$ cat config.mk
export PLATFORM = sky130hd
export DESIGN_NAME = sdram_ref_ctrl
export DESIGN_NICKNAME = d
export VERILOG_FILES = /design/src/rtl/sdram_pkg.sv /design/src/rtl/sdram_ref_timer.sv /design/src/rtl/sdram_ref_ctrl.sv
export SDC_FILE = /design/constraint.sdc
export NUM_CORES = 1
export LEC_CHECK = 0
export BUFFER_PORTS_ARGS = -buffer_cell sky130_fd_sc_hd__buf_4
export CELL_PAD_IN_SITES_DETAIL_PLACEMENT = 0
export CELL_PAD_IN_SITES_GLOBAL_PLACEMENT = 1
export CORE_MARGIN = 8
export CORE_UTILIZATION = 40
export DETAILED_ROUTE_END_ITERATION = 12
export GPL_TIMING_DRIVEN = 1
export PLACE_DENSITY = 0.86
export SKIP_CTS_REPAIR_TIMING = 1
export SLEW_MARGIN = 0
export SYNTH_ARGS = -nofsm -noshare
export SYNTH_HDL_FRONTEND = slang
export SYNTH_SLANG_ARGS = --single-unit
$ cat constraint.sdc
create_clock -name sys_clk -period 2.6 [get_ports sys_clk]
set_input_delay 0.13 -clock sys_clk [delete_from_list [all_inputs] [get_ports sys_clk]]
set_output_delay 0.13 -clock sys_clk [all_outputs]
set_load 0.02 [all_outputs]
$ cat src/rtl/sdram_pkg.sv
// Shared SDRAM command encodings ({cs_n,ras_n,cas_n,we_n}) and refresh FSM states.
// Used by the init, arbiter and refresh blocks.
package sdram_pkg;

   localparam logic [3:0] NOP          = 4'b0111;
   localparam logic [3:0] PRECHARGE    = 4'b0010;
   localparam logic [3:0] AUTO_REFRESH = 4'b0001;
   localparam logic [3:0] ACTIVE       = 4'b0011;
   localparam logic [3:0] READ         = 4'b0101;
   localparam logic [3:0] WRITE        = 4'b0100;

   typedef enum logic [2:0] {
      ST_IDLE,
      ST_PRE,
      ST_TRP,
      ST_AR,
      ST_TRFC,
      ST_END
   } ref_state_t;

endpackage

$ cat src/rtl/sdram_ref_timer.sv
// Refresh interval tick generator and refresh debt tracker with sticky overflow.
module sdram_ref_timer #(
   parameter int REF_INTERVAL_CLK = 781,
   parameter int MAX_DEBT         = 8
) (
   input  logic       clk,
   input  logic       rst_n,
   input  logic       init_end,
   input  logic       ref_end,
   output logic [3:0] debt,
   output logic       overflow
);

   localparam int CNT_W = (REF_INTERVAL_CLK > 1) ? $clog2(REF_INTERVAL_CLK) : 1;
   localparam logic [CNT_W-1:0] CNT_LAST = CNT_W'(REF_INTERVAL_CLK - 1);
   localparam logic [3:0] DEBT_MAX = 4'(MAX_DEBT);

   logic [CNT_W-1:0] cnt;
   logic             tick;

   assign tick = init_end && (cnt == CNT_LAST);

   always_ff @(posedge clk) begin
      if (!rst_n) begin
         cnt      <= '0;
         debt     <= '0;
         overflow <= 1'b0;
      end else begin
         if (init_end)
            cnt <= (cnt == CNT_LAST) ? '0 : cnt + 1'b1;
         // A tick landing with ref_end cancels out; a tick at saturation only flags
         case ({tick, ref_end})
            2'b10: begin
               if (debt == DEBT_MAX)
                  overflow <= 1'b1;
               else
                  debt <= debt + 4'd1;
            end
            2'b01: begin
               if (debt != '0)
                  debt <= debt - 4'd1;
            end
            default: ;
         endcase
      end
   end

endmodule

$ cat src/rtl/sdram_ref_ctrl.sv
// SDRAM auto-refresh controller: PRECHARGE-all then a burst of AUTO_REFRESH per grant.
// Optional SDRAM_REF_STAT_EN adds ref_stat_cnt, a wrapping count of completed sequences.
module sdram_ref_ctrl
   import sdram_pkg::*;
#(
   parameter int REF_INTERVAL_CLK = 781,
   parameter int TRP_CLK          = 2,
   parameter int TRFC_CLK         = 7,
   parameter int REF_BURST        = 2,
   parameter int MAX_DEBT         = 8,
   parameter int URGENT_LVL       = 6,
   parameter int BA_W             = 2,
   parameter int ADDR_W           = 13
) (
   input  logic              sys_clk,
   input  logic              sys_rst_n,
   input  logic              init_end,
   input  logic              ref_en,
   output logic              ref_req,
   output logic              ref_urgent,
   output logic [3:0]        ref_cmd,
   output logic [BA_W-1:0]   ref_ba,
   output logic [ADDR_W-1:0] ref_addr,
   output logic              ref_end,
   output logic [3:0]        ref_debt,
   output logic              ref_overflow
`ifdef SDRAM_REF_STAT_EN
   ,output logic [15:0]      ref_stat_cnt
`endif
);

   localparam int WAIT_MAX = (TRP_CLK > TRFC_CLK) ? TRP_CLK : TRFC_CLK;
   localparam int WAIT_W   = $clog2(WAIT_MAX + 1);
   localparam logic [WAIT_W-1:0] TRP_LAST  = WAIT_W'(TRP_CLK - 1);
   localparam logic [WAIT_W-1:0] TRFC_LAST = WAIT_W'(TRFC_CLK - 1);
   localparam logic [2:0]        BURST     = 3'(REF_BURST);

   ref_state_t        state, state_nxt;
   logic [WAIT_W-1:0] wait_cnt, wait_nxt;
   logic [2:0]        ref_cnt, ref_cnt_nxt;
   logic [3:0]        cmd_nxt;

   sdram_ref_timer #(
      .REF_INTERVAL_CLK(REF_INTERVAL_CLK),
      .MAX_DEBT        (MAX_DEBT)
   ) u_timer (
      .clk     (sys_clk),
      .rst_n   (sys_rst_n),
      .init_end(init_end),
      .ref_end (ref_end),
      .debt    (ref_debt),
      .overflow(ref_overflow)
   );

   assign ref_ba     = '1;
   assign ref_addr   = '1;
   assign ref_end    = (state == ST_END);
   assign ref_req    = (ref_debt != '0) && (state == ST_IDLE);
   assign ref_urgent = (ref_debt >= 4'(URGENT_LVL));

   always_ff @(posedge sys_clk) begin
      if (!sys_rst_n) begin
         state    <= ST_IDLE;
         wait_cnt <= '0;
         ref_cnt  <= '0;
         ref_cmd  <= NOP;
      end else begin
         state    <= state_nxt;
         wait_cnt <= wait_nxt;
         ref_cnt  <= ref_cnt_nxt;
         ref_cmd  <= cmd_nxt;
      end
   end

   always_comb begin
      state_nxt   = state;
      wait_nxt    = '0;
      ref_cnt_nxt = ref_cnt;
      cmd_nxt     = NOP;
      case (state)
         ST_IDLE: begin
            ref_cnt_nxt = '0;
            if (ref_en && init_end && (ref_debt != '0))
               state_nxt = ST_PRE;
         end
         ST_PRE: begin
            cmd_nxt   = PRECHARGE;
            state_nxt = ST_TRP;
         end
         ST_TRP: begin
            if (wait_cnt == TRP_LAST)
               state_nxt = ST_AR;
            else
               wait_nxt = wait_cnt + 1'b1;
         end
         ST_AR: begin
            cmd_nxt     = AUTO_REFRESH;
            ref_cnt_nxt = ref_cnt + 3'd1;
            state_nxt   = ST_TRFC;
         end
         ST_TRFC: begin
            if (wait_cnt == TRFC_LAST)
               state_nxt = (ref_cnt == BURST) ? ST_END : ST_AR;
            else
               wait_nxt = wait_cnt + 1'b1;
         end
         ST_END:  state_nxt = ST_IDLE;
         default: state_nxt = ST_IDLE;
      endcase
   end

`ifdef SDRAM_REF_STAT_EN
   always_ff @(posedge sys_clk) begin
      if (!sys_rst_n)
         ref_stat_cnt <= '0;
      else if (state == ST_END)
         ref_stat_cnt <= ref_stat_cnt + 16'd1;
   end
`endif

endmodule
Yosys cells after proc, flatten, opt, wreduce, memory -nomap -nowiden
Cells that the tools add are included.
Widths: inputs -> output; s select.
- add/subtract/negate cells: 5
- reduce and logical (&&, ||, !) cells: 11
- magnitude comparators: 1
- eq/ne operators: 17
- muxes and demuxes: 14
- operators with widths (operator ; count):
    $mux 3 ; 6
    $pmux 3 s2 ; 3
    $pmux 3 s5 ; 1
    $add 10x1->10 const B ; 1
    $eq 10x10->1 const B ; 1
    $mux 10 ; 1
    $eq 3x2->1 const B ; 3
    $eq 3x3->1 const B ; 3
    $mux 4 ; 2
    $ne 2x2->1 const B ; 4
    $pmux 4 s2 ; 1
    $add 3x1->3 const B ; 2
    $eq 3x1->1 const B ; 2
    $reduce_and 3->1 ; 2
    $add 4x1->4 const B ; 1
    $eq 4x4->1 const B ; 1
    $ge 4x3->1 const B ; 1
    $logic_and 1x1->1 ; 4
    $reduce_bool 2->1 ; 2
    $reduce_bool 4->1 ; 1
    $sub 4x1->4 const B ; 1
    $logic_not 3->1 ; 1
    $eq 2x1->1 const B ; 1
    $eq 2x2->1 const B ; 1
    other kinds (2) ; 2
- flip-flop bits (word level): 28
- output and inout port bits: 27
- word-level logic and storage cells: 55

Logic depth before layout (Yosys ltp)
Gate-level depths: netlist of the first run.
- depth after elaboration: 5
- mapped depth: 10
- gate-level depth less buffers: 10

By module
Synthesis of the first run repeated with hierarchy kept, for this count alone.
- cells, all modules: 179
- area total of the unflattened synthesis: 1551.5 um^2
- modules (own cells, without submodules) (module ; instances ; cells an instance ; sequential area each (um^2) ; area each (um^2)):
    sdram_ref_ctrl ; 1 ; 97 ; 240.2 ; 785.8
    sdram_ref_timer ; 1 ; 82 ; 300.3 ; 765.7

Least setup slack after synthesis of the first run
No wires, ideal clock.
- path kind: register -> register
- start point: register u_timer.cnt[0]
- end point: register u_timer.debt[2]
- path slack: 0.629 ns
- library setup time: 0.070 ns
- arrival: 1.901 ns
- period minus slack after synthesis: 1.971 ns
- buffers on the path: 0
- stages on the path, launching flop included: 11
- path through: dfxtp_1 > inv_1 > ha_1 > and4b_1 > a31oi_4 > xor2_1 > ha_1 > nor2_1 > mux2i_1 > or3_1 > a21boi_1
- longest elaborated chain between the ends: 5
- ends and longest elaborated chain (element ; RTL line ; source):
    start: declaration ; sdram_ref_timer.sv:18 ; logic [CNT_W-1:0] cnt;
    start signal: assignment ; sdram_ref_timer.sv:30 ; cnt <= (cnt == CNT_LAST) ? '0 : cnt + 1'b1;
    $eq 10x10->1 * ; sdram_ref_timer.sv:21 ; assign tick = init_end && (cnt == CNT_LAST);
    $logic_and 1x1->1 * ; sdram_ref_timer.sv:21 ;
    $eq 2x2->1 / $eq 2x1->1 (equally long branches) ; sdram_ref_timer.sv:32 ; case ({tick, ref_end})
    $ne 2x2->1 (no line) / $reduce_bool 2->1 (equally long branches) ; -- ;
    $reduce_and 3->1 (no line) ; -- ;
    end signal: assignment ; sdram_ref_timer.sv:37 ; debt <= debt + 4'd1;
    end signal: assignment ; sdram_ref_timer.sv:41 ; debt <= debt - 4'd1;
    end: declaration ; sdram_ref_timer.sv:10 ; output logic [3:0] debt,
Every way passes the cells marked *; elsewhere a longest branch is shown, timed or not.
A chain may end at the register's enable or synchronous reset.

Final worst setup path of the first run
Same ends and word-level chain as after synthesis.

==> results.sh, run 1 <==
export IMPL_status="complete, no violations"
export IMPL_routed_wl_mm=2.560
export IMPL_drive_gt1_share_pct=13.04
export IMPL_synth_top_cells_by_count="27 x dfxtp_1, 20 x nor2_1, 16 x buf_4"
export IMPL_rr_startpoint="u_timer.cnt[0]"
export IMPL_max_cap_viol_count=0
export IMPL_initial_core_util_pct=41.70
export IMPL_start_kind="register"
export IMPL_wl_per_cell_um=11.03
export IMPL_power_density_nw_per_um2=426.6
export IMPL_skew_ns=0.005039
export IMPL_die_h_um=77.78
export IMPL_finalNetCount=194
export IMPL_synth_top_area_share_pct=35.41
export IMPL_dr_pass1_iters=4
export IMPL_ys_ff_latch=27
export IMPL_clockRootBuffer="clkbuf_8"
export IMPL_fp_dieW_um=77.78
export IMPL_io_buffers=14
export IMPL_n_antenna_cell=0
export IMPL_cp_slowest_stage_delay_ns=0.44
export IMPL_fp_coreArea_sq_um=3661
export IMPL_pin_count=31
export IMPL_num_rows=22
export IMPL_grt_max_degree=18
export IMPL_overflow=0
export IMPL_cts_sinks=27
export IMPL_setup_viol=0
export IMPL_cp_slowest_cell="dfxtp_1"
export IMPL_syn_avg_cell_area_sq_um=8.773
export IMPL_fmax_mhz=478.3
export IMPL_clk_insertion_delay_late_ns=0.26
export IMPL_die_area_sq_um=6049
export IMPL_yosysSeqAreaShare_pct=35.41
export IMPL_ys_warnings_count=0
export IMPL_ys_types=43
export IMPL_whs_path_depth=2
export IMPL_regArea_sq_um=540.5
export IMPL_synth_area_leaders="dfxtp_1 35%, buf_4 7.9%, xor2_1 5.2%"
export IMPL_worst_path_buf_inv=1
export IMPL_ant_nets=0
export IMPL_drtIter0Drc=58
export IMPL_synthArstFlopShare_pct=0
export IMPL_vias_per_cell=4.772
export IMPL_crit_top_cell="ha_1"
export IMPL_synth_edf_count=0
export IMPL_multiInputGateArea_sq_um=860.8
export IMPL_fin_crit_sh_pct=80.42
export IMPL_gp_congestion=0.7015
export IMPL_clk_pin_slew_ns=0.09
export IMPL_numCtsBuffers=3
export IMPL_cts_buffer_depth=2
export IMPL_syn2layout_area_growth_pct=7.377
export IMPL_vias=1107
export IMPL_min_to="ref_cmd[2]"
export IMPL_vdd_drop_max_mv=0.1886
export IMPL_rr_worst_depth=10
export IMPL_tns_ns=0
export IMPL_cp_required_ns=2.80
export IMPL_crit_family="simple AND/OR/NAND/NOR gates"
export IMPL_cts_tree="yes"
export IMPL_worst_path_max_fanout=7
export IMPL_r2r_end="u_timer.debt[2]"
export IMPL_slew_headroom_pct=59.98
export IMPL_max_slew_worst_pin_slew_ns=0.5948
export IMPL_synth_top_flop_cell="dfxtp_1"
export IMPL_grt_pass1_wl_mm=4.657
export IMPL_drcViolationCount=0
export IMPL_htreeDepth=1
export IMPL_rsz0062_at_grt="no"
export IMPL_syn_inst=174
export IMPL_hpwl_mm=1.942
export IMPL_fillers=379
export IMPL_p_leak_nw=0.7098
export IMPL_min_period_ns=2.091
export IMPL_grt_pass1_vias=1051
export IMPL_cp_arrival_ns=2.29
export IMPL_crit_path_end_kind="register"
export IMPL_reg2reg_slack_ns=0.51
export IMPL_hp_start="sys_rst_n"
export IMPL_finalMaxSlewViolations=0
export IMPL_min_path_type="primary input to register"
export IMPL_hold_viol=0
export IMPL_yosys_area_top_type="dfxtp_1"
export IMPL_crit_type="register to register"
export IMPL_syn_area_sq_um=1526
export IMPL_grt_total_usage_pct=8.937
export IMPL_path_cells="inv_1, ha_1, and4b_1, a31oi_4, xor2_1, ha_1, nor2_1, mux2i_1, or3_1, a21boi_1"
export IMPL_antenna_found_initial=0
export IMPL_yosysMostFrequentCell="dfxtp_1"
export IMPL_power_total_mw=0.6992
## cell usage in the layout, fill, tap and decap left out, types with 2 or more instances in the layout
| cell | synthesis | routed |
|---|---|---|
| dfxtp_1 | 27 | 27 |
| nor2b_1 | 7 | 7 |
| nor3_1 | 3 | 3 |
| a21o_1 | 2 | 2 |
| nand4_1 | 3 | 3 |
| and2_1 | 2 | 2 |
| mux2i_1 | 5 | 5 |
| nand2_1 | 12 | 12 |
| o21ai_0 | 7 | 7 |
| nor3b_1 | 2 | 2 |
| nor4_1 | 2 | 2 |
| a21oi_1 | 3 | 3 |
| nor4bb_1 | 2 | 2 |
| and3_1 | 2 | 2 |
| ha_1 | 5 | 5 |
| conb_1 | 2 | 16 |
| inv_1 | 7 | 7 |
| xnor2_1 | 3 | 3 |
| clkbuf_8 | 0 | 3 |
| nor2_1 | 20 | 20 |
| a21boi_0 | 4 | 4 |
| xor2_1 | 9 | 9 |
| nand3_1 | 6 | 6 |
| buf_4 | 16 | 14 |
## worst max-delay path by stage
stage          cells past startpoint            from              end
5_1_grt                           10  u_timer.cnt[0]  u_timer.debt[2]
3_3_place_gp                      10  u_timer.cnt[0]  u_timer.debt[2]
6_report                          10  u_timer.cnt[0]  u_timer.debt[2]
3_5_place_dp                      10  u_timer.cnt[0]  u_timer.debt[2]
4_1_cts                           10  u_timer.cnt[0]  u_timer.debt[2]
2_1_floorplan                     10  u_timer.cnt[0]  u_timer.debt[2]
## metal layers
metal	GRT usage (%)	vias up	wire, um
li1	-	580	-
met1	12.00	493	1332
met2	12.78	32	1016
met3	2.995	2	179
met4	3.396	0	31
met5	0	-	0
## worst reg2reg max path: stages (launching register included)
cell,delay (ns)
dfxtp_1,0.44
inv_1,0.07
ha_1,0.19
and4b_1,0.24
a31oi_4,0.20
xor2_1,0.09
ha_1,0.20
nor2_1,0.09
mux2i_1,0.08
or3_1,0.31
a21boi_1,0.13
## flip-flops by register name (all words and copies together), names as in the netlist
signal,cells
ref_cnt,3
u_timer.overflow,1
ref_cmd,3
wait_cnt,3
state,3
u_timer.debt,4
u_timer.cnt,10
## through the flow
step           instance area, sq um  setup WS (ns)  util [%]  hold WS [ns]  std cells
5_1_grt                        1639         0.3104     44.77        0.1152        232
3_3_place_gp                   1593         0.5583     43.51        0.3929        228
3_5_place_dp                   1593         0.5081     43.51        0.3921        228
4_1_cts                        1639         0.4887     44.77        0.1004        232
6_report                       1639         0.5092     44.77        0.1113        232
2_1_floorplan                  1579         0.6291         -        0.2776        188
## cell type report
type,instances,area share [%]
repair buffers,14,6.412
well taps,48,3.664
clock buffers,3,2.519
clock inverters,1,0.3053
flip-flops and latches,27,32.98
inverters,7,1.603
multi-input cells,132,52.52
## logic make-up after synthesis
group                    share of synthesized area [%]
flip-flops                                       35.41
adder cells (fa/ha/maj)                          4.098
buffers and inverters                            11.64
XOR/XNOR                                         6.886
other                                           0.4920
AND/OR/NAND/NOR                                  25.33
multiplexers                                     4.754
AO/OA/AOI/OAI                                    11.39
## power breakdown
part | switching [mW] | internal [mW]
logic | 0.0333 | 0.0114
clock network | 0.126 | 0.107
registers | 0.00525 | 0.417
Note: power is estimated with default switching activity, not from simulation.
==> run 2: changes to the inputs <==
==> constraint.sdc (replaced) <==
create_clock -name sys_clk -period 2 [get_ports sys_clk]
set_input_delay 0.1 -clock sys_clk [delete_from_list [all_inputs] [get_ports sys_clk]]
set_output_delay 0.1 -clock sys_clk [all_outputs]
set_load 0.02 [all_outputs]
==> run 2 against run 1 <==
Hold slack worse by 0.027 ns. Via count is 4.8% higher. Clock skew hardly changed. First-iteration DRC count is 14% lower. Sequential cell count stayed put. Combinational power is 72% higher. Maximum frequency is 8.4% higher. Register-to-register slack worse by 0.44 ns. Clock power is 41% higher. Setup slack worse by 0.44 ns. Largest power group unchanged. Highest routed layer unchanged.
==> results.sh, run 2 (synthesized netlist as in run 1, its figures left out) <==
export IMPL_status="complete, no violations"
export IMPL_hpwl_mm=2.087
export IMPL_htreeDepth=1
export IMPL_syn2layout_area_growth_pct=13.28
export IMPL_vias=1160
export IMPL_top_regs="u_timer.cnt: 10 flops, u_timer.debt: 4 flops"
export IMPL_fp_dieW_um=77.78
export IMPL_clk_pin_slew_ns=0.10
export IMPL_wl_per_cell_um=11.60
export IMPL_gp_congestion=0.7304
export IMPL_worst_path_max_fanout=2
export IMPL_cp_required_ns=2.22
export IMPL_io_buffers=14
export IMPL_met2_usage_pct=14.37
export IMPL_max_slew_worst_pin_slew_ns=0.6082
export IMPL_p_leak_nw=0.7554
export IMPL_post_route_util_pct=47.23
export IMPL_skew_ns=0.004893
export IMPL_cts_sinks=27
export IMPL_final_cell_mix="25 x dfxtp_1, 23 x buf_4, 20 x nor2_1, 16 x conb_1, 12 x nand2_1"
export IMPL_fillers=370
export IMPL_fin_cells=241
export IMPL_pin_count=31
export IMPL_fin_crit_sh_pct=96.48
export IMPL_largest_register="u_timer.cnt"
export IMPL_num_rows=22
export IMPL_grt_pass1_wl_mm=4.850
export IMPL_layout_commonest_cell="dfxtp_1"
export IMPL_max_cap_viol_count=0
export IMPL_die_area_sq_um=6049
export IMPL_rsz0062_at_grt="yes"
export IMPL_vdd_drop_max_mv=0.2298
export IMPL_slew_headroom_pct=59.08
export IMPL_vias_per_cell=4.813
export IMPL_n_antenna_cell=0
export IMPL_met3_usage_pct=2.189
export IMPL_clk_insertion_delay_late_ns=0.28
export IMPL_tns_ns=0
export IMPL_power_density_nw_per_um2=550.3
export IMPL_largest_reg_flops=10
export IMPL_grt_pass1_vias=1084
export IMPL_antenna_found_initial=0
export IMPL_ant_nets=0
export IMPL_grt_total_usage_pct=9.506
export IMPL_drtIter0Drc=50
export IMPL_initial_core_util_pct=41.70
export IMPL_fmax_mhz=518.3
export IMPL_cts_tree="yes"
export IMPL_drcViolationCount=0
export IMPL_cp_arrival_ns=2.15
export IMPL_cts_buffer_depth=2
export IMPL_use_met1_pct=12.19
export IMPL_multiInputGateArea_sq_um=877.1
export IMPL_drive_gt1_share_pct=20.73
export IMPL_fp_coreArea_sq_um=3661
export IMPL_top_usage_layer="met2"
export IMPL_min_period_ns=1.930
export IMPL_crit_path_end_kind="register"
export IMPL_setup_viol=0
export IMPL_min_path_type="primary input to register"
export IMPL_routed_wl_mm=2.796
export IMPL_finalNetCount=203
export IMPL_dr_pass1_iters=4
export IMPL_start_kind="register"
export IMPL_crit_type="register to register"
export IMPL_hold_viol=0
export IMPL_finalMaxSlewViolations=0
export IMPL_regArea_sq_um=543.0
export IMPL_numCtsBuffers=3
export IMPL_grt_max_degree=18
export IMPL_overflow=0
export IMPL_die_h_um=77.78
export IMPL_clockRootBuffer="clkbuf_8"
export IMPL_placed_cells=235
run 2: cell types whose count changed in the layout (fill, tap and decap cells not counted), sizes merged:
cell and change:
clkinv -1, inv +1, buf +9
run 2: final timing paths:
path	startpoint	to	slack (ns)	cells past startpoint
max reg2reg	u_timer.cnt[0]	u_timer.debt[2]	0.07	10
min reg2reg	wait_cnt[0]	wait_cnt[0]	0.46	1
max	u_timer.cnt[0]	u_timer.debt[2]	0.07	10
min	sys_rst_n	ref_cmd[2]	0.08	2
run 2: power by group:
part	switching, mW	total [mW]	internal [mW]
sequential	0.00296	0.545	0.542
combinational	0.0534	0.0771	0.0236
clock	0.183	0.329	0.146
run 2: routing by layer:
metal | vias up | part of all wire (%)
met5 | - | 0
met4 | 0 | 1.4
met3 | 2 | 5.0
met2 | 34 | 45
met1 | 527 | 49
li1 | 597 | -
run 2: worst max-delay path, stage by stage (launching register included):
cell,delay [ns]
dfxtp_2,0.35
inv_2,0.05
ha_4,0.14
and4b_2,0.24
a31oi_4,0.19
xor2_1,0.09
ha_2,0.18
nor2_1,0.08
mux2i_1,0.08
or3_1,0.34
a21boi_1,0.12
run 2: layout make-up:
cell class              count  area share (%)
well taps                  48           3.473
inverters                   7           1.520
flip-flops and latches     27           31.40
clock inverters             1          0.5065
clock buffers               3           2.388
multi-input cells         132           50.72
repair buffers             23           9.986
run 2: through the flow:
stage	cell area [sq um]	total power [mW]	hold WS [ns]	setup WS (ns)
detailed placement	1645	0.6265	0.3665	0.02408
CTS	1695	0.9583	0.07657	-0.001591
global placement	1645	0.6248	0.3683	0.1092
floorplan	1579	0.6293	0.2476	0.02910
finish	1729	0.9516	0.08448	0.07047
global route	1729	0.9937	0.1005	-0.06272
==> run 3: changes to the inputs <==
--- a/config.mk
+++ b/config.mk
@@ -13,6 +13,7 @@
 export DETAILED_ROUTE_END_ITERATION = 12
 export GPL_TIMING_DRIVEN = 1
 export PLACE_DENSITY = 0.86
+export SETUP_SLACK_MARGIN = 0.1
 export SKIP_CTS_REPAIR_TIMING = 1
 export SLEW_MARGIN = 0
 export SYNTH_ARGS = -nofsm -noshare
==> run 3 against run 2 <==
Global-route usage grew 0.24 points. Count of clock-buffer cells in the layout is the same. Design area shrank 0.80%. Setup slack gained 0.013 ns. First-iteration DRC count shrank 30%. Critical path type unchanged. Highest routed layer unchanged. Wire length grew 1.9%. Via count shrank 2.2%. Sequential cell count is the same. Sequential share of layout area grew 0.40 points.
==> results.sh, run 3 (synthesized netlist as in run 1, its figures left out) <==
export IMPL_status="complete, no violations"
export IMPL_io_buffers=14
export IMPL_skew_ns=0.002063
export IMPL_syn2layout_area_growth_pct=12.38
export IMPL_vdd_drop_max_mv=0.2480
export IMPL_finalNetCount=203
export IMPL_cts_sinks=27
export IMPL_largest_reg_flops=10
export IMPL_rr_startpoint="u_timer.cnt[0]"
export IMPL_fillers=373
export IMPL_fin_cells=241
export IMPL_fmax_mhz=521.6
export IMPL_wl_per_cell_um=11.82
export IMPL_max_slew_worst_pin_slew_ns=0.5678
export IMPL_hold_viol=0
export IMPL_fin_area_sq_um=1715
export IMPL_holdWs_ns=0.08309
export IMPL_final_cell_mix="25 x dfxtp_1, 23 x buf_4, 20 x nor2_1, 16 x conb_1, 12 x nand2_1"
export IMPL_drtIter0Drc=35
export IMPL_fp_coreArea_sq_um=3661
export IMPL_largest_register="u_timer.cnt"
export IMPL_rr_worst_depth=10
export IMPL_dr_pass1_iters=4
export IMPL_numCtsBuffers=3
export IMPL_antenna_found_initial=0
export IMPL_hp_start="sys_rst_n"
export IMPL_cts_buffer_depth=2
export IMPL_grt_pass1_vias=1112
export IMPL_vias_per_cell=4.710
export IMPL_routed_wl_mm=2.849
export IMPL_pin_count=31
export IMPL_overflow=0
export IMPL_clk_pin_slew_ns=0.09
export IMPL_grt_pass1_wl_mm=4.892
export IMPL_power_frac_comb_pct=7.6
export IMPL_whs_path_depth=2
export IMPL_crit_start="u_timer.cnt[0]"
export IMPL_dpl_instance_area_sq_um=1654
export IMPL_finalMaxSlewViolations=0
export IMPL_seqPwrFrac_pct=58.4
export IMPL_crit_type="register to register"
export IMPL_clk_insertion_delay_late_ns=0.28
export IMPL_min_to="ref_cmd[2]"
export IMPL_die_h_um=77.78
export IMPL_worst_path_max_fanout=2
export IMPL_vias=1135
export IMPL_fp_dieW_um=77.78
export IMPL_power_density_nw_per_um2=543.1
export IMPL_reg2reg_slack_ns=0.08
export IMPL_clockRootBuffer="clkbuf_8"
export IMPL_max_cap_viol_count=0
export IMPL_layout_commonest_cell="dfxtp_1"
export IMPL_ant_nets=0
export IMPL_num_rows=22
export IMPL_cp_arrival_ns=2.13
export IMPL_cts_tree="yes"
export IMPL_grt_max_degree=17
export IMPL_cp_required_ns=2.22
export IMPL_initial_core_util_pct=41.70
export IMPL_crit_path_end_kind="register"
export IMPL_post_route_util_pct=46.86
export IMPL_fin_crit_sh_pct=95.85
export IMPL_grt_total_usage_pct=9.743
export IMPL_min_path_type="primary input to register"
export IMPL_hpwl_mm=2.087
export IMPL_drive_gt1_share_pct=19.17
export IMPL_p_int_mw=0.7019
export IMPL_gp_congestion=0.7275
export IMPL_start_kind="register"
export IMPL_rsz0062_at_grt="yes"
export IMPL_r2r_end="u_timer.debt[2]"
export IMPL_p_clk_share_pct=34.0
export IMPL_placed_cells=235
export IMPL_setup_viol=0
export IMPL_p_leak_nw=0.7543
export IMPL_swShare_pct=24.66
export IMPL_slew_headroom_pct=61.80
export IMPL_drcViolationCount=0
export IMPL_min_period_ns=1.917
export IMPL_htreeDepth=1
export IMPL_switchingPower_mw=0.2298
export IMPL_top_regs="u_timer.cnt: 10 flops, u_timer.debt: 4 flops"
export IMPL_n_antenna_cell=0
export IMPL_die_area_sq_um=6049
-- run 3: cell count changes in the layout (fill, tap and decap cells not counted), sizes merged --
cell	previous run	this run
inv	8	7
clkinv	0	1
-- run 3: metal layers --
metal	GRT usage (%)	share of wire, %
met1	12.19	50
met4	6.415	2.8
met5	0	0
met3	2.765	6.1
met2	14.20	41
-- run 3: how the worst max path moves through the flow --
stage | depth (start not counted) | end | slack [ns]
floorplan | 9 | u_timer.debt[2] | 0.10
detailed placement | 10 | u_timer.debt[2] | 0.04
global route | 10 | u_timer.debt[2] | -0.07
CTS | 10 | u_timer.debt[2] | 0.004
finish | 10 | u_timer.debt[2] | 0.08
global placement | 10 | u_timer.debt[2] | 0.1
-- run 3: critical path: stages, from the launching register on --
cell      delay (ns)
dfxtp_4         0.35
inv_1           0.03
ha_1            0.19
and4b_2         0.24
a31oi_4         0.18
xor2_1          0.09
ha_2            0.19
nor2_1          0.08
mux2i_1         0.09
or3_1           0.31
a21boi_1        0.11
-- run 3: metrics by stage --
| step | setup slack [ns] | power [mW] | setup TNS, ns |
|---|---|---|---|
| 2_1_floorplan | 0.1024 | 0.6301 | 0 |
| 3_3_place_gp | 0.09835 | 0.6259 | 0 |
| 3_5_place_dp | 0.04038 | 0.6263 | 0 |
| 4_1_cts | 0.004250 | 0.9439 | 0 |
| 5_1_grt | -0.07443 | 0.9725 | -0.07443 |
| 6_report | 0.08298 | 0.9317 | 0 |
-- run 3: power groups by stage --
stage / logic, mW / clock network, mW / registers [mW]
finish: 0.0707 / 0.317 / 0.544
global route: 0.0788 / 0.348 / 0.545
CTS: 0.0704 / 0.329 / 0.544
detailed placement: 0.0695 / 0 / 0.557
global placement: 0.0694 / 0 / 0.556
floorplan: 0.0697 / 0 / 0.560
-- run 3: cell type report --
type | count | area (sq um) | share of cell area (%)
Multi-Input combinational cell | 132 | 864.6 | 50.40
Sequential cell | 27 | 545.5 | 31.80
Timing Repair Buffer | 23 | 172.7 | 10.07
Tap cell | 48 | 60.06 | 3.501
Clock buffer | 3 | 41.29 | 2.407
Inverter | 7 | 26.28 | 1.532
Clock inverter | 1 | 5.005 | 0.2918
